<file path="config.mk">
export PLATFORM = sky130hd
export DESIGN_NAME = writeback_queue
export DESIGN_NICKNAME = d
export VERILOG_FILES = /design/src/rtl/writeback_queue_pkg.sv /design/src/rtl/writeback_queue_hazard_match.sv /design/src/rtl/writeback_queue.sv
export SDC_FILE = /design/constraint.sdc
export NUM_CORES = 1
export LEC_CHECK = 0
export CORE_MARGIN = 2
export CORE_UTILIZATION = 35
export CTS_CLUSTER_SIZE = 10
export DETAILED_ROUTE_END_ITERATION = 6
export PLACE_DENSITY_LB_ADDON = 0.15
export RECOVER_POWER = 50
export SLEW_MARGIN = 10
export SYNTH_ARGS = -nofsm -noshare
export SYNTH_HDL_FRONTEND = slang
export SYNTH_HIERARCHICAL = 1
export SYNTH_SLANG_ARGS = --single-unit
</file>
<file path="constraint.sdc">
create_clock -name CLK -period 5.03 [get_ports CLK]
set_input_delay 1.006 -clock CLK [delete_from_list [all_inputs] [get_ports CLK]]
set_output_delay 1.006 -clock CLK [all_outputs]
set_load 0.01 [all_outputs]
</file>
<file path="src/rtl/writeback_queue_pkg.sv">
// rtl/writeback_queue_pkg.sv - shared widths, zero-register id and write-request type
// Used by the writeback queue, the register file and both write producers.
package writeback_queue_pkg;

  localparam int WB_DATA_WIDTH = 16;
  localparam int WB_ADDR_WIDTH = 3;
  localparam logic [2:0] ZERO_REG = 3'd0;

  typedef struct packed {
    logic [WB_ADDR_WIDTH-1:0] addr;
    logic [WB_DATA_WIDTH-1:0] value;
  } wb_req_t;

endpackage

</file>
<file path="src/rtl/writeback_queue_hazard_match.sv">
// rtl/writeback_queue_hazard_match.sv - one read address against all live queue entries
// Reads of the hardwired zero register never report a hazard.
module wb_hazard_match
  import writeback_queue_pkg::*;
#(
  parameter int ADDR_WIDTH = WB_ADDR_WIDTH,
  parameter int DEPTH      = 4
) (
  input  logic [ADDR_WIDTH-1:0]            read_addr,
  input  logic [DEPTH-1:0][ADDR_WIDTH-1:0] entry_addr,
  input  logic [DEPTH-1:0]                 entry_valid,
  output logic                             hit
);

  logic [DEPTH-1:0] match;

  always_comb begin
    match = '0;
    for (int i = 0; i < DEPTH; i++) begin
      match[i] = entry_valid[i] && (entry_addr[i] == read_addr);
    end
    hit = (read_addr != ADDR_WIDTH'(ZERO_REG)) && (|match);
  end

endmodule

</file>
<file path="src/rtl/writeback_queue.sv">
// rtl/writeback_queue.sv - mem/ALU writeback buffer draining into the register file write port
// Mem request is stored ahead of a same-cycle ALU request; zero-register writes are dropped.
module writeback_queue
  import writeback_queue_pkg::*;
#(
  parameter int DATA_WIDTH = WB_DATA_WIDTH,
  parameter int ADDR_WIDTH = WB_ADDR_WIDTH,
  parameter int DEPTH      = 4
) (
  input  logic                    CLK,
  input  logic                    RST_N,
  input  logic                    mem_wb_valid,
  input  logic [ADDR_WIDTH-1:0]   mem_wb_addr,
  input  logic [DATA_WIDTH-1:0]   mem_wb_value,
  output logic                    mem_wb_ready,
  input  logic                    alu_wb_valid,
  input  logic [ADDR_WIDTH-1:0]   alu_wb_addr,
  input  logic [DATA_WIDTH-1:0]   alu_wb_value,
  output logic                    alu_wb_ready,
  input  logic                    drain_hold,
  input  logic [ADDR_WIDTH-1:0]   read_a_addr,
  input  logic [ADDR_WIDTH-1:0]   read_b_addr,
  output logic                    hazard_a,
  output logic                    hazard_b,
  output logic                    reg_write,
  output logic [ADDR_WIDTH-1:0]   reg_write_address,
  output logic [DATA_WIDTH-1:0]   reg_write_value,
  output logic [$clog2(DEPTH):0]  occupancy
);

  localparam int PW = $clog2(DEPTH);
  localparam int CW = PW + 1;
  localparam logic [ADDR_WIDTH-1:0] ZERO_ADDR = ADDR_WIDTH'(ZERO_REG);
  localparam logic [CW-1:0] DEPTH_C = CW'(DEPTH);

  logic [PW-1:0]                  head_q, head_d, tail_q, tail_d;
  logic [CW-1:0]                  count_q, count_d;
  logic [DEPTH-1:0][ADDR_WIDTH-1:0] addr_q, addr_d;
  logic [DEPTH-1:0][DATA_WIDTH-1:0] value_q, value_d;
  logic [DEPTH-1:0]               valid_mask;
  logic                           full, empty, mem_store, alu_store, pop;
  logic [PW-1:0]                  alu_slot;

  always_comb begin
    full  = (count_q == DEPTH_C);
    empty = (count_q == '0);
    // Ready uses the registered count only, so a pop never makes room in the same cycle.
    mem_wb_ready = !full;
    alu_wb_ready = (count_q <= DEPTH_C - CW'(2)) ||
                   ((count_q == DEPTH_C - CW'(1)) && !mem_wb_valid);
    mem_store = mem_wb_valid && mem_wb_ready && (mem_wb_addr != ZERO_ADDR);
    alu_store = alu_wb_valid && alu_wb_ready && (alu_wb_addr != ZERO_ADDR);
    pop       = !empty && !drain_hold;

    alu_slot = tail_q + PW'(mem_store);
    addr_d   = addr_q;
    value_d  = value_q;
    if (mem_store) begin
      addr_d[tail_q]  = mem_wb_addr;
      value_d[tail_q] = mem_wb_value;
    end
    if (alu_store) begin
      addr_d[alu_slot]  = alu_wb_addr;
      value_d[alu_slot] = alu_wb_value;
    end
    tail_d  = alu_slot + PW'(alu_store);
    head_d  = head_q + PW'(pop);
    count_d = count_q + CW'(mem_store) + CW'(alu_store) - CW'(pop);
  end

  // An entry is live when its distance from head is below the stored count.
  always_comb begin
    valid_mask = '0;
    for (int i = 0; i < DEPTH; i++) begin
      valid_mask[i] = ({1'b0, PW'(i) - head_q} < count_q);
    end
  end

  always_ff @(posedge CLK or negedge RST_N) begin
    if (!RST_N) begin
      head_q  <= '0;
      tail_q  <= '0;
      count_q <= '0;
      addr_q  <= '0;
      value_q <= '0;
    end else begin
      head_q  <= head_d;
      tail_q  <= tail_d;
      count_q <= count_d;
      addr_q  <= addr_d;
      value_q <= value_d;
    end
  end

  assign reg_write         = !empty;
  assign reg_write_address = addr_q[head_q];
  assign reg_write_value   = value_q[head_q];
  assign occupancy         = count_q;

  wb_hazard_match #(.ADDR_WIDTH(ADDR_WIDTH), .DEPTH(DEPTH)) u_hazard_a (
    .read_addr   (read_a_addr),
    .entry_addr  (addr_q),
    .entry_valid (valid_mask),
    .hit         (hazard_a)
  );

  wb_hazard_match #(.ADDR_WIDTH(ADDR_WIDTH), .DEPTH(DEPTH)) u_hazard_b (
    .read_addr   (read_b_addr),
    .entry_addr  (addr_q),
    .entry_valid (valid_mask),
    .hit         (hazard_b)
  );

endmodule

</file>
; Word level (Yosys, flattened, before mapping)
; Cells that the tools add are included.
[totals]
regBits = 83
[classes]
add_sub_neg = 10
n_lt_le_gt_ge = 10
eq_ne = 10
n_mux = 20
reduce_logical = 30
[ops]
columns = cell, count
row1 = 64-bit bitwise mux, 2
row2 = 64-bit 2-to-1 mux, 2
row3 = 16-bit demux with 2-bit select, 2
row4 = 16-bit 2-to-1 mux, 3
row5 = 16-bit binary-select mux with 2-bit select, 1
row6 = 12-bit bitwise mux, 2
row7 = 3-bit == test, 8
row8 = 12-bit 2-to-1 mux, 2
row9 = 1-bit logical AND, 18
row10 = 3-bit demux with 2-bit select, 2
row11 = 2-bit by 3-bit < comparator with 1-bit output, 4
row12 = 3-bit nonzero test, 4
row13 = "2-bit by 3-bit < comparator with 1-bit output, second input constant", 3
row14 = 3-bit 2-to-1 mux, 3
row15 = 4-bit OR reduction, 2
row16 = 2-bit by 1-bit adder with 2-bit output, 3
row17 = 3-bit by 1-bit adder with 3-bit output, 2
row18 = 3-bit binary-select mux with 2-bit select, 1
row19 = "2-bit by 1-bit greater-or-equal comparator with 1-bit output, second input constant", 2
row20 = 1-bit logical NOT, 4
row21 = "1-bit by 2-bit subtractor with 2-bit output, first input constant", 2
row22 = "2-bit subtractor, first input constant", 2
row23 = "3-bit by 2-bit == test with 1-bit output, second input constant", 1
row24 = "3-bit == test, second input constant", 1
row25 = 4 further kinds, 4

; Depth between registers and ports, before layout
[depth]
depth_word = 11
ltp_mapped = 10
depth_no_buf = 9

; Hierarchy
; The synthesis kept the hierarchy.
[by_module_without_submodules]
columns = module, n_inst, cells_each, area_each_um2
row1 = writeback_queue, 1, 336, 4926.0
row2 = wb_hazard_match, 2, 21, 172.7

; Least setup slack after synthesis
; Ideal clock, no wire load.
[synth_timing]
path_kind = in2reg
from = input mem_wb_addr[0]
to = register value_q[10] in the netlist's numbering
arrival_time_ns = 3.146
t_required_ns = 4.905
slack_ns = 1.759
cell_stages = 6
n_path_buf = 1
cell_sequence = o31a_2 -> and2_2 -> ha_1 -> nor4_4 -> buf_2 -> mux2_2
[synth_lines]
columns = element, line
row1 = from (decl), writeback_queue.sv:13  ; input logic [ADDR_WIDTH-1:0] mem_wb_addr,
row2 = to (signal assigned), writeback_queue.sv:91  ; value_q <= value_d;
row3 = to (decl), writeback_queue.sv:39  ; logic [DEPTH-1:0][DATA_WIDTH-1:0] value_q, value_d;

; Worst setup path in the final report
[layout_timing]
from = register head_q[0]
to = output hazard_b
[layout_between]
elab_chain_len = 5
word_cells_on_any_way = 14
cone_classes = 4 x add/sub / 4 x order compare / 6 x reduce/logical
[layout_lines]
columns = element, line
row1 = from (decl), writeback_queue.sv:36  ; logic [PW-1:0] head_q, head_d, tail_q, tail_d;
row2 = from (signal assigned), writeback_queue.sv:81  ; head_q <= '0;
row3 = from (signal assigned), writeback_queue.sv:87  ; head_q <= head_d;
row4 = 2-bit subtractor, writeback_queue.sv:75  ; valid_mask[i] = ({1'b0, PW'(i) - head_q} < count_q);
row5 = 2-bit by 3-bit < comparator with 1-bit output, writeback_queue.sv:75
row6 = via valid_mask[2], writeback_queue.sv:40  ; logic [DEPTH-1:0] valid_mask;
row7 = 1-bit logical AND, writeback_queue_hazard_match.sv:20  ; match[i] = entry_valid[i] && (entry_addr[i] == read_addr);
row8 = 4-bit OR reduction, writeback_queue_hazard_match.sv:22  ; hit = (read_addr != ADDR_WIDTH'(ZERO_REG)) && (|match);
row9 = 1-bit logical AND, writeback_queue_hazard_match.sv:22
row10 = to (decl), writeback_queue.sv:24  ; output logic hazard_b,
; The timed path passes the listed nets, and every way through them passes these cells.

==> flow_summary.ini <==
[run_status]
status = finished, violations left
violations = capacitance limit, slew limit

[clock_network]
cts_tree = done
ctsLongestPathBuffers = 2
root_buffer = clkbuf_16
ctsResizeCount = 0
cts-buffers-inserted = 9
post_cts_buffers = 0
clock_sinks = 83
path_clk_slew_ns = 0.06
cts_max_level = 3
clk_latency_ns = 0.34
cts.hold.buffers_added = 0

[yosys]
synth_fp_nets = 438
syn_area_mm2 = 0.005271
synth_edf_count = 0
synthFlopType = dfrtp_1
syn_inst = 378
ys_types = 44
ys_ff_latch = 83
yosys_warnings = 6
syn_avg_cell_area_um2 = 13.95
synthArstFlopShare_pct = 100.0
yosysSeqAreaShare_pct = 39.40

[placed_design]
place_congestion = 0.7889
dpl_cell_area_mm2 = 0.006120
io_buffers = 75
place_ws_ns = 0.9994
dp_hpwl_um = 8790
dp.cells = 621

[floorplan]
dieArea_mm2 = 0.01606
die_h_um = 126.7
initial_core_util_pct = 36.00
die_x_um = 126.7
core_mm2 = 0.01464
row_count = 44
ios = 76

[layout]
final_core_util_pct = 43.85
drive_above_1_share_pct = 43.05
final_area_mm2 = 0.006421
final_common_cell = mux2_2
final_cells = 637
antenna_cells = 0
finish.net_count = 508
areaGrowthSynthToFinish_pct = 21.81
fillers = 1333
layout_common_cells = mux2_2 (119), dfrtp_1 (83), clkdlybuf4s50_1 (66), xnor2_1 (27), mux2_4 (20)

[sta]
worstMarginPinSlew_ns = 2.165
fin_crit_sh_pct = 79.43
skew_ns = 0.01151
setup_violations = 0
rsz0062_at_grt = no
slew_headroom_pct = -44.35
setup_tns_ns = 0
setup_ws_ns = 1.034
hold_viol_final = 0
slew_viol_final = 84
hold-worst-slack_ns = 0.6123
max_freq_mhz = 250.3
min_period_ns = 3.996

[detailed_routing]
wl_per_cell_um = 20.28
ant_nets = 0
drc = 0
wl_um = 12920
drt_iter0_drc = 128
viasPerCell = 5.295
drtPass1Iterations = 4
vias = 3373

[worst_setup_path]
ff2ff_setup_slack_ns = 1.82
cp_num_buf_inv = 2
start_kind = register
crit_path_end_kind = primary output
critical_path.max_stage_delay_ns = 0.84
path_class = reg -> out
critPathSlowestCell = dfrtp_1
path_cells = xor2_1, inv_1, ha_1, a21o_1, nand2_1, and4_1, a41oi_1, a31oi_1, clkdlybuf4s50_1
rr_worst_depth = 6
r2r_end = addr_q[4]
crit_arrival_ns = 2.99
r2r-start = occupancy[1]
crit_required_ns = 4.02
cp_max_fo = 12
crit_family = flip-flops

[min_path]
min_from = value_q[6]
holdPathStages = 2
min_path_type = reg -> reg
hold_end = value_q[6]

[global_route]
grt_max_degree = 84
grt_pass1_vias = 3614
grt_pass1_wl_um = 20830
antenna_found_initial = 0
gr-total-overflow = 0
grt_util_all_layers_pct = 16.90

[power_and_ir_drop]
p_per_area_mw_per_mm2 = 689.4
power.leakage_nw = 2.600
p_total_mw = 4.427
ir_worst_vdd_uv = 252.4

[flow_run]
maxCapViolCount = 1
worst min-delay path: cells and delay by family (launching register included):
kind	cells	cell delay (ns)
flops	1	0.34
mux	2	0.24
synthesized netlist by cell type (4+ instances only):
cell	count	share of area, %
nand4_1	4	0.47
mux2_2	119	25
a22o_1	12	2.0
mux2_4	20	5.7
ha_1	9	2.1
buf_4	4	0.57
nand2_1	5	0.36
xnor2_1	27	4.5
mux4_2	19	8.1
buf_2	7	0.66
buf_6	6	1.3
inv_1	10	0.71
dfrtp_1	83	39
power breakdown:
part	switching (mW)	leakage, nW	total, mW	internal (mW)
combinational	0.951	1.47	2.47	1.52
sequential	0.259	0.985	1.28	1.02
clock	0.281	0.148	0.679	0.398
flip-flops by register name, summed over array words and instances (netlist names):
name       count
value_q       64
addr_q        12
occupancy      3
head_q         2
tail_q         2
layer usage:
layer | GRT usage, % | vias up | wire length [µm]
met5 | 0 | - | 0
met1 | 22.85 | 1742 | 6090
met3 | 2.784 | 15 | 316
met2 | 27.92 | 66 | 6313
li1 | - | 1550 | -
met4 | 5.365 | 0 | 196
logic make-up after synthesis:
group | Yosys count | share of synthesized area, %
xor gates and xnor gates | 30 | 4.985
AOI/OAI and AO/OA | 25 | 3.988
muxes | 159 | 39.45
and+or+nand+nor | 36 | 5.032
adders and majority gates | 11 | 2.896
buffers and inverters | 34 | 4.249
DFF | 83 | 39.40
worst max path at each step:
stage	from	end	slack, ns	cells after the start
after detailed placement	mem_wb_addr[0]	value_q[16]	1.0	7
after CTS	head_q[0]	hazard_b	0.98	9
after global placement	mem_wb_addr[0]	value_q[26]	1.02	7
after floorplan	mem_wb_addr[0]	value_q[10]	1.76	6
final	head_q[0]	hazard_b	1.03	9
after global routing	head_q[0]	hazard_b	0.80	9
layout make-up:
class	instances	area, µm²	area share (%)
clock inverters	6	65.06	1.013
inverters	11	41.29	0.6430
multi-input cells	261	2970	46.26
well taps	184	230.2	3.585
clock buffers	10	239.0	3.722
repair buffers	82	798.3	12.43
flip-flops and latches	83	2077	32.35
Power figures use the tool's default switching activity.
